## config.mk

```make
export PLATFORM = sky130hd
export DESIGN_NAME = truth_table_sweeper
export DESIGN_NICKNAME = d
export VERILOG_FILES = /design/src/rtl/truth_table_sweeper.sv
export SDC_FILE = /design/constraint.sdc
export NUM_CORES = 1
export LEC_CHECK = 0
export ABC_AREA = 1
export CORE_MARGIN = 1
export CORE_UTILIZATION = 40
export DETAILED_ROUTE_END_ITERATION = 6
export GPL_ROUTABILITY_DRIVEN = 0
export PLACE_DENSITY = 0.69
export SYNTH_ARGS = -nofsm -noshare
export SYNTH_HDL_FRONTEND = slang
export SYNTH_SLANG_ARGS = --single-unit
export TNS_END_PERCENT = 30
```

## constraint.sdc

```tcl
create_clock -name clk -period 1.6 [get_ports clk]
set_input_delay 0.32 -clock clk [delete_from_list [all_inputs] [get_ports clk]]
set_output_delay 0.32 -clock clk [all_outputs]
set_load 0.005 [all_outputs]
```

## src/rtl/truth_table_sweeper.sv

```systemverilog
// Exhaustive stimulus engine: walks every input vector of a combinational DUT,
// records its output into a truth table and flags the first disagreement.
module truth_table_sweeper #(
    parameter int  N_IN  = 4,
    parameter int  DWELL = 20,
    localparam int T     = 1 << N_IN,
    localparam int CW    = (DWELL > 1) ? $clog2(DWELL) : 1
) (
    input  logic            clk,
    input  logic            rst,
    input  logic            start,
    input  logic            mode,
    input  logic            hold,
    input  logic [T-1:0]    exp_tt,
    input  logic            f_in,
    output logic [N_IN-1:0] stim,
    output logic [T-1:0]    tt,
    output logic            busy,
    output logic            done,
    output logic            mismatch,
    output logic [N_IN-1:0] fail_idx
);

    typedef enum logic {
        ST_IDLE,
        ST_SWEEP
    } state_t;

    localparam logic [CW-1:0]   DWELL_LAST = CW'(DWELL - 1);
    localparam logic [CW-1:0]   DWELL_ONE  = CW'(1);
    localparam logic [N_IN-1:0] STIM_LAST  = '1;
    localparam logic [N_IN-1:0] STIM_ONE   = N_IN'(1);

    state_t          state_q, state_d;
    logic [CW-1:0]   dwell_cnt_q, dwell_cnt_d;
    logic [N_IN-1:0] stim_q, stim_d;
    logic [T-1:0]    tt_q, tt_d;
    logic            busy_q, busy_d;
    logic            done_q, done_d;
    logic            mismatch_q, mismatch_d;
    logic [N_IN-1:0] fail_idx_q, fail_idx_d;

    always_comb begin
        state_d     = state_q;
        dwell_cnt_d = dwell_cnt_q;
        stim_d      = stim_q;
        tt_d        = tt_q;
        busy_d      = busy_q;
        done_d      = 1'b0;
        mismatch_d  = mismatch_q;
        fail_idx_d  = fail_idx_q;

        case (state_q)
            ST_IDLE: begin
                if (start) begin
                    state_d     = ST_SWEEP;
                    busy_d      = 1'b1;
                    stim_d      = '0;
                    dwell_cnt_d = '0;
                    tt_d        = '0;
                    mismatch_d  = 1'b0;
                    fail_idx_d  = '0;
                end
            end
            ST_SWEEP: begin
                // Nothing moves while held; a pending capture simply waits.
                if (!hold) begin
                    if (dwell_cnt_q != DWELL_LAST) begin
                        dwell_cnt_d = dwell_cnt_q + DWELL_ONE;
                    end else begin
                        dwell_cnt_d  = '0;
                        tt_d[stim_q] = f_in;
                        if ((f_in != exp_tt[stim_q]) && !mismatch_q) begin
                            mismatch_d = 1'b1;
                            fail_idx_d = stim_q;
                        end
                        stim_d = stim_q + STIM_ONE;
                        if (stim_q == STIM_LAST) begin
                            done_d = 1'b1;
                            if (!mode) begin
                                busy_d  = 1'b0;
                                state_d = ST_IDLE;
                            end
                        end
                    end
                end
            end
            default: state_d = ST_IDLE;
        endcase
    end

    always_ff @(posedge clk) begin
        if (rst) begin
            state_q     <= ST_IDLE;
            dwell_cnt_q <= '0;
            stim_q      <= '0;
            tt_q        <= '0;
            busy_q      <= 1'b0;
            done_q      <= 1'b0;
            mismatch_q  <= 1'b0;
            fail_idx_q  <= '0;
        end else begin
            state_q     <= state_d;
            dwell_cnt_q <= dwell_cnt_d;
            stim_q      <= stim_d;
            tt_q        <= tt_d;
            busy_q      <= busy_d;
            done_q      <= done_d;
            mismatch_q  <= mismatch_d;
            fail_idx_q  <= fail_idx_d;
        end
    end

    assign stim     = stim_q;
    assign tt       = tt_q;
    assign busy     = busy_q;
    assign done     = done_q;
    assign mismatch = mismatch_q;
    assign fail_idx = fail_idx_q;

endmodule

```

# Word-level counts from Yosys, hierarchy flattened
# Index checks and enable logic that the tools add are counted.
[classes]
n_bitwise = 1
n_addsub = 2
mux = 39
reduce_logical = 8
magnitude_cmp = 2
eq_ne = 9
[op_table]
columns = ["op", "count"]
rows = [
  ["$mux W16", 3],
  ["$pmux W16 S2", 1],
  ["$mux W4", 6],
  ["$mux W1", 17],
  ["$bwmux W16", 1],
  ["$pmux W4 S2", 2],
  ["$mux W5", 3],
  ["$pmux W5 S2", 1],
  ["$ne A2 B2 Y1 const B", 4],
  ["$pmux W1 S2", 3],
  ["$add A5 B1 Y5 const B", 1],
  ["$lt A4 B5 Y1 const B", 1],
  ["$ne A5 B5 Y1 const B", 1],
  ["$reduce_and A5 Y1", 1],
  ["$add A4 B1 Y4 const B", 1],
  ["$bmux W1 S4", 1],
  ["$demux W1 S4", 1],
  ["$eq A4 B4 Y1 const B", 1],
  ["$ge A4 B1 Y1 const B", 1],
  ["$ne A2 B1 Y1 const B", 2],
  ["$reduce_and A4 Y1", 1],
  ["$reduce_or A4 Y1", 1],
  ["$reduce_and A3 Y1", 1],
  ["$logic_and A1 B1 Y1", 2],
  ["other kinds (4)", 4],
]
[word_totals]
output_inout_bits = 27
word_cells = 69
register_bits = 33
input_bits = 22

# Logic depth before layout (Yosys ltp)
# Gate-level depths: netlist (run 1).
[depth]
word_depth = 8
mapped_depth = 12
ltp_nobuf = 12

# Least setup slack after synthesis (run 1)
# OpenSTA, ideal clock, no wires.
[synth_path]
path_type = "reg2reg"
startpoint = "register dwell_cnt_q[0]"
endpoint = "register tt_q[14], in the netlist tt[14]"
path_buffers = 0
required_time_ps = 1485
period_less_slack_ps = 1456
path_stages_with_launch = 11
setup_slack_ps = 144
setup_time_ps = 115
arrival_time_ps = 1340
path_cell_list = "dfxtp_1 ha_1 nand4_1 nand2_1 nand2_4 inv_2 nand2_1 nor2_1 o21ai_0 o21ai_0 inv_1"
[synth_via]
elab_chain_len = 3
[synth_lines]
columns = ["element", "line_no", "rtl"]
rows = [
  ["from (decl)", "35", "logic [CW-1:0] dwell_cnt_q, dwell_cnt_d;"],
  ["from (signal assigned)", "104", "dwell_cnt_q <= dwell_cnt_d;"],
  ["$ne A5 B5 Y1", "68", "if (dwell_cnt_q != DWELL_LAST) begin"],
  ["$ne A2 B2 Y1 (no source line)", "n/a", ""],
  ["$reduce_and A3 Y1 (no source line)", "n/a", ""],
  ["to (signal assigned)", "106", "tt_q <= tt_d;"],
  ["to (decl)", "37", "logic [T-1:0] tt_q, tt_d;"],
]
# No other way between the ends.
# A chain may end at the register's enable or synchronous reset.

# Worst setup path after layout (run 1)
[layout_path]
startpoint = "register stim_q[2], in the netlist stim[2]"
endpoint = "output port stim[2]"
[layout_rtl]
columns = ["element", "line_no", "rtl"]
rows = [
  ["from (decl)", "36", "logic [N_IN-1:0] stim_q, stim_d;"],
  ["from (signal assigned)", "105", "stim_q <= stim_d;"],
  ["to (decl)", "16", "output logic [N_IN-1:0] stim,"],
]
# No word-level cell between the ends.

==> impl_metrics.ini, run 1 <==
[final_layout]
syn2layout_area_growth_pct = 46.47
final_cells = 365
layout.nets = 341
nFillCells = 384
antenna_cells = 0
stdcell_area_sq_mm = 0.002544
drive_above_1_share_pct = 22.54

[clock_network]
cts.sinks = 33
htree_levels = 2
holdBufCountCts = 0
clock_latency_ns = 0.29
clk_path_buf_depth = 2
cts_tree = built
postCtsSetupRepairBufs = 0
cts_made_buffers = 5
cts.clk_slew.worst_paths_ns = 0.07
cts_root_buf = clkbuf_8

[die]
rows = 23
core_area_sq_mm = 0.004086
design.die.area_sq_mm = 0.004609
start_util_pct = 42.50
die_h_um = 67.89
io_pins = 49
die_w_um = 67.89

[global_routing]
overflow = 0
grtUsageTotal_pct = 21.80
grt_max_degree = 15
first_global_vias = 1672
met3_usage_pct = 4.833
busiest_layer = met2
grt_pass1_wl_um = 7445
antenna_found_initial = 0
grt_util_met1_pct = 26.81
grtUsageMet2_pct = 37.38

[min_path]
hold-path-cell-count = 1
hold_start = dwell_cnt_q[0]
holdPathEnd = dwell_cnt_q[0]
hold_class = flop to flop

[setup_path]
slowest_stage = clkdlybuf4s50_1
required_ns = 1.28
cpPeakStageDelay_ns = 0.54
r2r-start = dwell_cnt_q[0]
arrival_ns = 1.26
path_buf_inv = 1
crit_family = buffers and inverters
worstRegToRegCells = 8
end_kind = output port
crit_fanout = 5
regToRegSetupSlack_ns = 0.08
cp-start-kind = flop
rr_endpoint = tt[13]
critPathKind = flop to output port
crit_chain = clkdlybuf4s50_1

[detailed_routing]
first_pass_iters = 4
post_drt_via_cell_ratio = 4.868
drc = 0
drt-initial-drc-count = 116
detail-route-antenna-nets = 0
wl_um = 4467
wl_per_cell_um = 12.24
vias = 1777

[logic_synthesis]
synth_seq_cells = 33
synth_area_leader_cell = dfxtp_1
syn_area_sq_mm = 0.001737
yosysUniqueCellTypes = 33
netlist_instances = 243
syn_area_per_cell_sq_um = 7.147
yosysSeqAreaShare_pct = 38.04
synth_fp_nets = 270
netlist_top_cells_area = dfxtp_1 (38%), nand2_1 (13%), inv_1 (8.0%)
synth_top_area_share_pct = 38.04
yosys_warnings = 0

[sta]
fmax_ghz = 0.6325
fin_skew_ns = 0.004128
report.final.hold_viol_count = 0
fin_crit_sh_pct = 98.82
slew_headroom_pct = 84.86
setup_viol_count_final = 0
fin_crit_ns = 1.581
maxSlewViolCount = 0
whs_ns = 0.4458
rsz0062_at_grt = yes
worstMarginPinSlew_ns = 0.2251

[pwr]
total_power_mw = 1.733
ir_drop_uv = 650.4
p_leak_nw = 1.172
powerDensity_mw_per_mm2 = 681.5

[status]
status = completed

[placed_design]
placed_area_sq_mm = 0.002409
place_inst = 357
post-dp-hpwl_um = 3291
numPortBuffers = 48

[run]
maxCapViolCount = 0
## metrics by stage
step	setup TNS [ns]	setup WS (ns)	util, %
after floorplan	0	0.1443	-
after global placement	-3.921	-0.2320	58.94
after detailed placement	-4.594	-0.2495	58.94
after CTS	0	0.001311	61.05
after global routing	-0.1926	-0.03590	62.25
final	0	0.01887	62.25
## power by group
part / switching, mW / total, mW / internal (mW)
sequential: 0.0103 / 0.844 / 0.834
clock: 0.306 / 0.607 / 0.301
combinational: 0.147 / 0.283 / 0.136
total: 0.463 / 1.73 / 1.27
## worst max path at each step
stage	cells after the start	to	slack, ns	start
floorplan	10	tt[14]	0.14	dwell_cnt_q[0]
global placement	9	tt[1]	-0.23	start
detailed placement	8	tt[1]	-0.25	hold
CTS	1	stim[3]	0.001	stim[3]
global route	10	tt[14]	-0.04	dwell_cnt_q[0]
finish	1	stim[2]	0.02	stim[2]
## metal layers
layer | up-vias | wire length (um)
met2 | 47 | 2115
met1 | 800 | 2072
met3 | 7 | 221
met5 | - | 0
li1 | 923 | -
met4 | 0 | 58
## cell families after synthesis
group	count (synthesis)	share of synthesized area (%)
flip-flops	33	38.04
AND/OR/NAND/NOR	116	29.40
XOR/XNOR	2	1.009
adder cells (fa/ha/maj)	5	3.602
buffers and inverters	48	10.95
AO/OA/AOI/OAI	39	17.00
## cell usage after synthesis (all sizes together)
cell    number
nand4        2
nand3       16
o221a       11
and3         1
nor3b        1
o21ai        8
o21a         1
ha           5
xor2         2
a21oi       14
dfxtp       33
nor2        30
o22ai        1
clkbuf       1
nand2       62
buf          4
nor3         3
a31oi        1
o31ai        1
nor4         1
inv         43
a211oi       2
## cells in the final DEF, fill, tap and decap left out, drive strengths merged
master         count
o221a             11
a211oi             2
a31oi              1
a21oi             14
dlygate4sd2        1
clkinv             2
clkbuf             6
o21a               1
and3               1
o22ai              1
inv               43
nor2              30
nor4               1
clkdlybuf4s50     46
o21ai              8
nor3b              1
nand2             62
dlymetal6s2s       1
buf               21
dfxtp             33
nand4              2
o31ai              1
xor2               2
nand3             16
nor3               3
ha                 5
## timing repair
item,in CTS,in global routing
setup endpoints to repair,2,23
resized for setup,4,18
pin swaps,0,3
## registers in the layout, summed over array words and instances, names as in the netlist
register,cells
stim,4
busy,1
dwell_cnt_q,5
fail_idx,4
state_q,1
mismatch,1
done,1
tt,16
## layout make-up
type	instances	area (sq um)	share of cell area, %
multi-input cells	162	925.9	36.40
flip-flops and latches	33	669.4	26.32
repair buffers	69	639.4	25.14
inverters	43	163.9	6.444
clock buffers	6	72.57	2.853
well taps	50	62.56	2.459
clock inverters	2	10.01	0.3935
Note: power is estimated with default switching activity, not from simulation.
==> run 2: changes to the inputs <==
- CORE_UTILIZATION: 40 -> 47
- PLACE_DENSITY: 0.69 -> 0.79
==> run 2 against run 1 <==
Sequential share of layout area fell by 0.66 points. Highest routed layer unchanged. Worst hold slack better by 0.024 ns. Critical path type unchanged. Combinational power rose by 11%. Global-route usage up 2.5 points.
==> impl_metrics.ini, run 2 (same netlist as run 1, synthesis figures left out) <==
[status]
status = completed

[clock_network]
cts_root_buf = clkbuf_8
cts.sinks = 33
postCtsSetupRepairBufs = 0
cts_made_buffers = 5
htree_levels = 2
cts_tree = built
clk_path_buf_depth = 2
cts.clk_slew.worst_paths_ns = 0.06
clock_latency_ns = 0.29

[sta]
setup_tns_ns = 0
maxSlewViolCount = 0
report.final.hold_viol_count = 0
slew_headroom_pct = 84.81
fin_skew_ns = 0.002949
setup_viol_count_final = 0
fin_crit_sh_pct = 98.65
fmax_ghz = 0.6335
worstMarginPinSlew_ns = 0.2258
fin_crit_ns = 1.578

[detailed_routing]
detail-route-antenna-nets = 0
wl_um = 4765
vias = 1860
drt-initial-drc-count = 61
drc = 0
post_drt_via_cell_ratio = 5.124
wl_per_cell_um = 13.13
first_pass_iters = 4

[die]
io_pins = 49
design.die.area_sq_mm = 0.003942
core_area_sq_mm = 0.003442
die_h_um = 62.79
rows = 21
die_w_um = 62.79
start_util_pct = 50.45

[final_layout]
regArea_sq_um = 670.6
nFillCells = 246
multi_input_area_sq_um = 954.7
largest_reg_flops = 16
final_cell_mix = nand2_1 (56), clkdlybuf4s50_1 (45), inv_1 (35)
final_core_util_pct = 75.94
drive_above_1_share_pct = 24.29
antenna_cells = 0
final_cells = 363
syn2layout_area_growth_pct = 50.50
layout.nets = 345
final_common_cell = nand2_1

[pwr]
ir_drop_uv = 541.4
p_leak_nw = 1.210
total_power_mw = 1.735
powerDensity_mw_per_mm2 = 663.6

[placed_design]
numPortBuffers = 48
post-dp-hpwl_um = 3397
place_inst = 357

[setup_path]
crit_fanout = 3
cp-start-kind = flop
critPathKind = flop to output port
path_buf_inv = 1
required_ns = 1.28
slowest_stage = clkdlybuf4s50_1
end_kind = output port
crit_chain = clkdlybuf4s50_1
cp.depth = 1
cpPeakStageDelay_ns = 0.54
worstRegToRegCells = 8
arrival_ns = 1.26
crit_family = buffers and inverters

[global_routing]
grt_pass1_wl_um = 7541
first_global_vias = 1748
grt_max_degree = 15
overflow = 0
grtUsageTotal_pct = 24.29
antenna_found_initial = 0

[run]
maxCapViolCount = 0

[min_path]
hold_class = flop to flop
hold-path-cell-count = 2
run 2: changes by cell type in the layout (fill, tap and decap cells not counted), sizes merged:
cell / before / now
buf: 21 / 25
clkbuf: 6 / 5
clkdlybuf4s50: 46 / 45
clkinv: 2 / 1
dlymetal6s2s: 1 / 2
run 2: worst paths after layout:
kind / endpoint / start / slack, ns
max: mismatch / mismatch / 0.02
min: dwell_cnt_q[1] / dwell_cnt_q[1] / 0.47
max reg2reg: tt[12] / dwell_cnt_q[1] / 0.05
min reg2reg: dwell_cnt_q[1] / dwell_cnt_q[1] / 0.47
run 2: layout make-up:
cell class,instances,area share [%]
flip-flops and latches,33,25.66
clock buffers,5,2.633
inverters,43,6.462
well taps,46,2.202
repair buffers,73,26.33
multi-input cells,162,36.52
clock inverters,1,0.1915
run 2: worst reg2reg max path, cell delays in order, from the launching register on:
cell      delay (ns)
dfxtp_2         0.33
ha_2            0.19
nand4_1         0.15
nand2_2         0.17
nand2_8         0.10
nor2_4          0.11
buf_4           0.12
nand2_1         0.08
a211oi_1        0.21
run 2: report_power, final:
| part | switching [mW] | total (mW) | internal [mW] |
|---|---|---|---|
| Sequential | 0.00880 | 0.842 | 0.833 |
| Combinational | 0.163 | 0.315 | 0.152 |
| Clock | 0.292 | 0.578 | 0.286 |
run 2: layer usage:
metal	up-vias	track usage, %	share of wire [%]
li1	928	-	-
met4	0	9.593	1.9
met5	-	0	0
met2	59	41.03	47
met3	8	4.015	5.1
met1	865	30.65	46
run 2: repair_timing:
action / 4_1_cts / 5_1_grt
setup endpoints to repair: 4 / 21
gates resized for setup: 7 / 25
hold buffers: 0 / 0
pin swaps: 0 / 5
run 2: metrics by stage:
stage / area (sq um) / worst slack, ns / hold WS (ns)
after floorplan: 1737 / 0.1443 / 0.4456
after global placement: 2446 / -0.2298 / 0.4577
after detailed placement: 2446 / -0.3091 / 0.4622
after CTS: 2531 / 0.005046 / 0.4769
after global routing: 2614 / -0.04687 / 0.4926
final: 2614 / 0.02155 / 0.4697
==> run 3: changes to the inputs <==
- ABC_CLOCK_PERIOD_IN_PS: default -> 1600
- SETUP_SLACK_MARGIN: default -> 0.05
==> run 3 against run 2 <==
Critical endpoint is now fail_idx[1]. Worst hold slack lost 0.11 ns. Cell count grew 0.83%. Clock skew grew 0.00087 ns. Register-to-register slack gained 0.02 ns. Critical path type is now flop to flop. Combinational power grew 10%. Die area is the same.
==> impl_metrics.ini, run 3 (same netlist as run 1, synthesis figures left out) <==
[status]
status = completed

[setup_path]
crit_top_cell = nand2_2
required_ns = 1.83
end_kind = flop
r2r-start = stim[0]
slowest_stage = dfxtp_4
crit_fanout = 6
crit_chain = buf_6 > buf_6 > nand2_2 > nand3_2 > nand2_2 > nand2_2 > nand2_2 > o21ai_2 > nand3_4 > nand2_4 > nand2_2 > a21oi_2
arrival_ns = 1.76
cp-start-kind = flop
crit_path_start = stim[0]
cpPeakStageDelay_ns = 0.37
critPathKind = flop to flop

[global_routing]
grt_max_degree = 15
grt_pass1_wl_um = 7645
first_global_vias = 1772
overflow = 0
antenna_found_initial = 0
grtUsageTotal_pct = 24.59

[sta]
setup_viol_count_final = 0
fin_crit_ns = 1.528
slew_headroom_pct = 83.51
fin_crit_sh_pct = 95.49
fmax_ghz = 0.6545
maxSlewViolCount = 0
fin_skew_ns = 0.003822
whs_ns = 0.3632
worstMarginPinSlew_ns = 0.2450
report.final.hold_viol_count = 0
rsz0062_at_grt = yes

[final_layout]
final_cell_mix = nand2_1 (44), clkdlybuf4s50_1 (44), inv_1 (35)
antenna_cells = 0
layout.nets = 348
syn2layout_area_growth_pct = 56.63
final_cells = 366
drive_above_1_share_pct = 31.25
final_core_util_pct = 79.03
largest_reg_flops = 16

[detailed_routing]
vias = 1885
first_pass_iters = 4
wl_per_cell_um = 13.55
detail-route-antenna-nets = 0
drt-initial-drc-count = 59
drc = 0
wl_um = 4960
post_drt_via_cell_ratio = 5.150

[min_path]
hold_class = input port to flop
hold_start = start

[clock_network]
cts_root_buf = clkbuf_8
htree_levels = 2
cts_made_buffers = 5
cts.sinks = 33
clock_latency_ns = 0.29
holdBufCountCts = 0
cts.clk_slew.worst_paths_ns = 0.07
clk_path_buf_depth = 2
cts_tree = built

[die]
core_area_sq_mm = 0.003442
die_w_um = 62.79
design.die.area_sq_mm = 0.003942
rows = 21
io_pins = 49
start_util_pct = 50.45
die_h_um = 62.79

[pwr]
p_leak_nw = 1.230
total_power_mw = 1.769
ir_drop_uv = 538.5
powerDensity_mw_per_mm2 = 650.5

[placed_design]
post-dp-hpwl_um = 3397
numPortBuffers = 48
place_inst = 357

[run]
maxCapViolCount = 0
## run 3: report_power, final
part	switching, mW	internal [mW]
clock	0.294	0.286
sequential	0.0103	0.832
combinational	0.179	0.167
## run 3: layer usage
layer	vias up	global-route usage [%]	share of wire (%)
met3	8	4.015	4.1
met5	-	0	0
met4	0	9.593	1.8
met1	884	30.73	46
li1	937	-	-
met2	56	41.98	48
## run 3: stage by stage
step	TNS [ns]	area [sq um]	setup slack, ns
5_1_grt	-0.07212	2720	-0.03317
2_1_floorplan	0	1737	0.1443
3_3_place_gp	-3.645	2446	-0.2298
6_report	0	2720	0.07220
3_5_place_dp	-4.782	2446	-0.3091
4_1_cts	0	2547	0.05808
## run 3: timing repair
action | 4_1_cts | 5_1_grt
hold endpoints to repair | 0 | 0
setup endpoints to repair | 11 | 22
setup buffers | 2 | 1
resized for setup | 12 | 47
cloned | 0 | 0
pin swaps | 0 | 25
## run 3: critical path: cells and delay by family (launching register included)
kind / cells / cell delay [ns]
AO/OA/AOI/OAI: 2 / 0.29
buffers and inverters: 2 / 0.20
flip-flops: 1 / 0.37
AND/OR/NAND/NOR: 8 / 0.59
## run 3: cell type report
class,count,area (sq um)
inverter,43,173.9
fill,237,721.9
clock inverter,1,5.005
clock buffer,5,68.82
multi-input combinational,162,1027
sequential,33,674.4
timing repair buffer,76,713.2
tap,46,57.56
## run 3: worst paths after layout
check | slack [ns] | cells after the start | endpoint
worst max-delay path | 0.07 | 12 | fail_idx[1]
worst min-delay path | 0.36 | 3 | state_q
worst max register to register | 0.07 | 12 | fail_idx[1]
worst min register to register | 0.48 | 2 | tt[13]
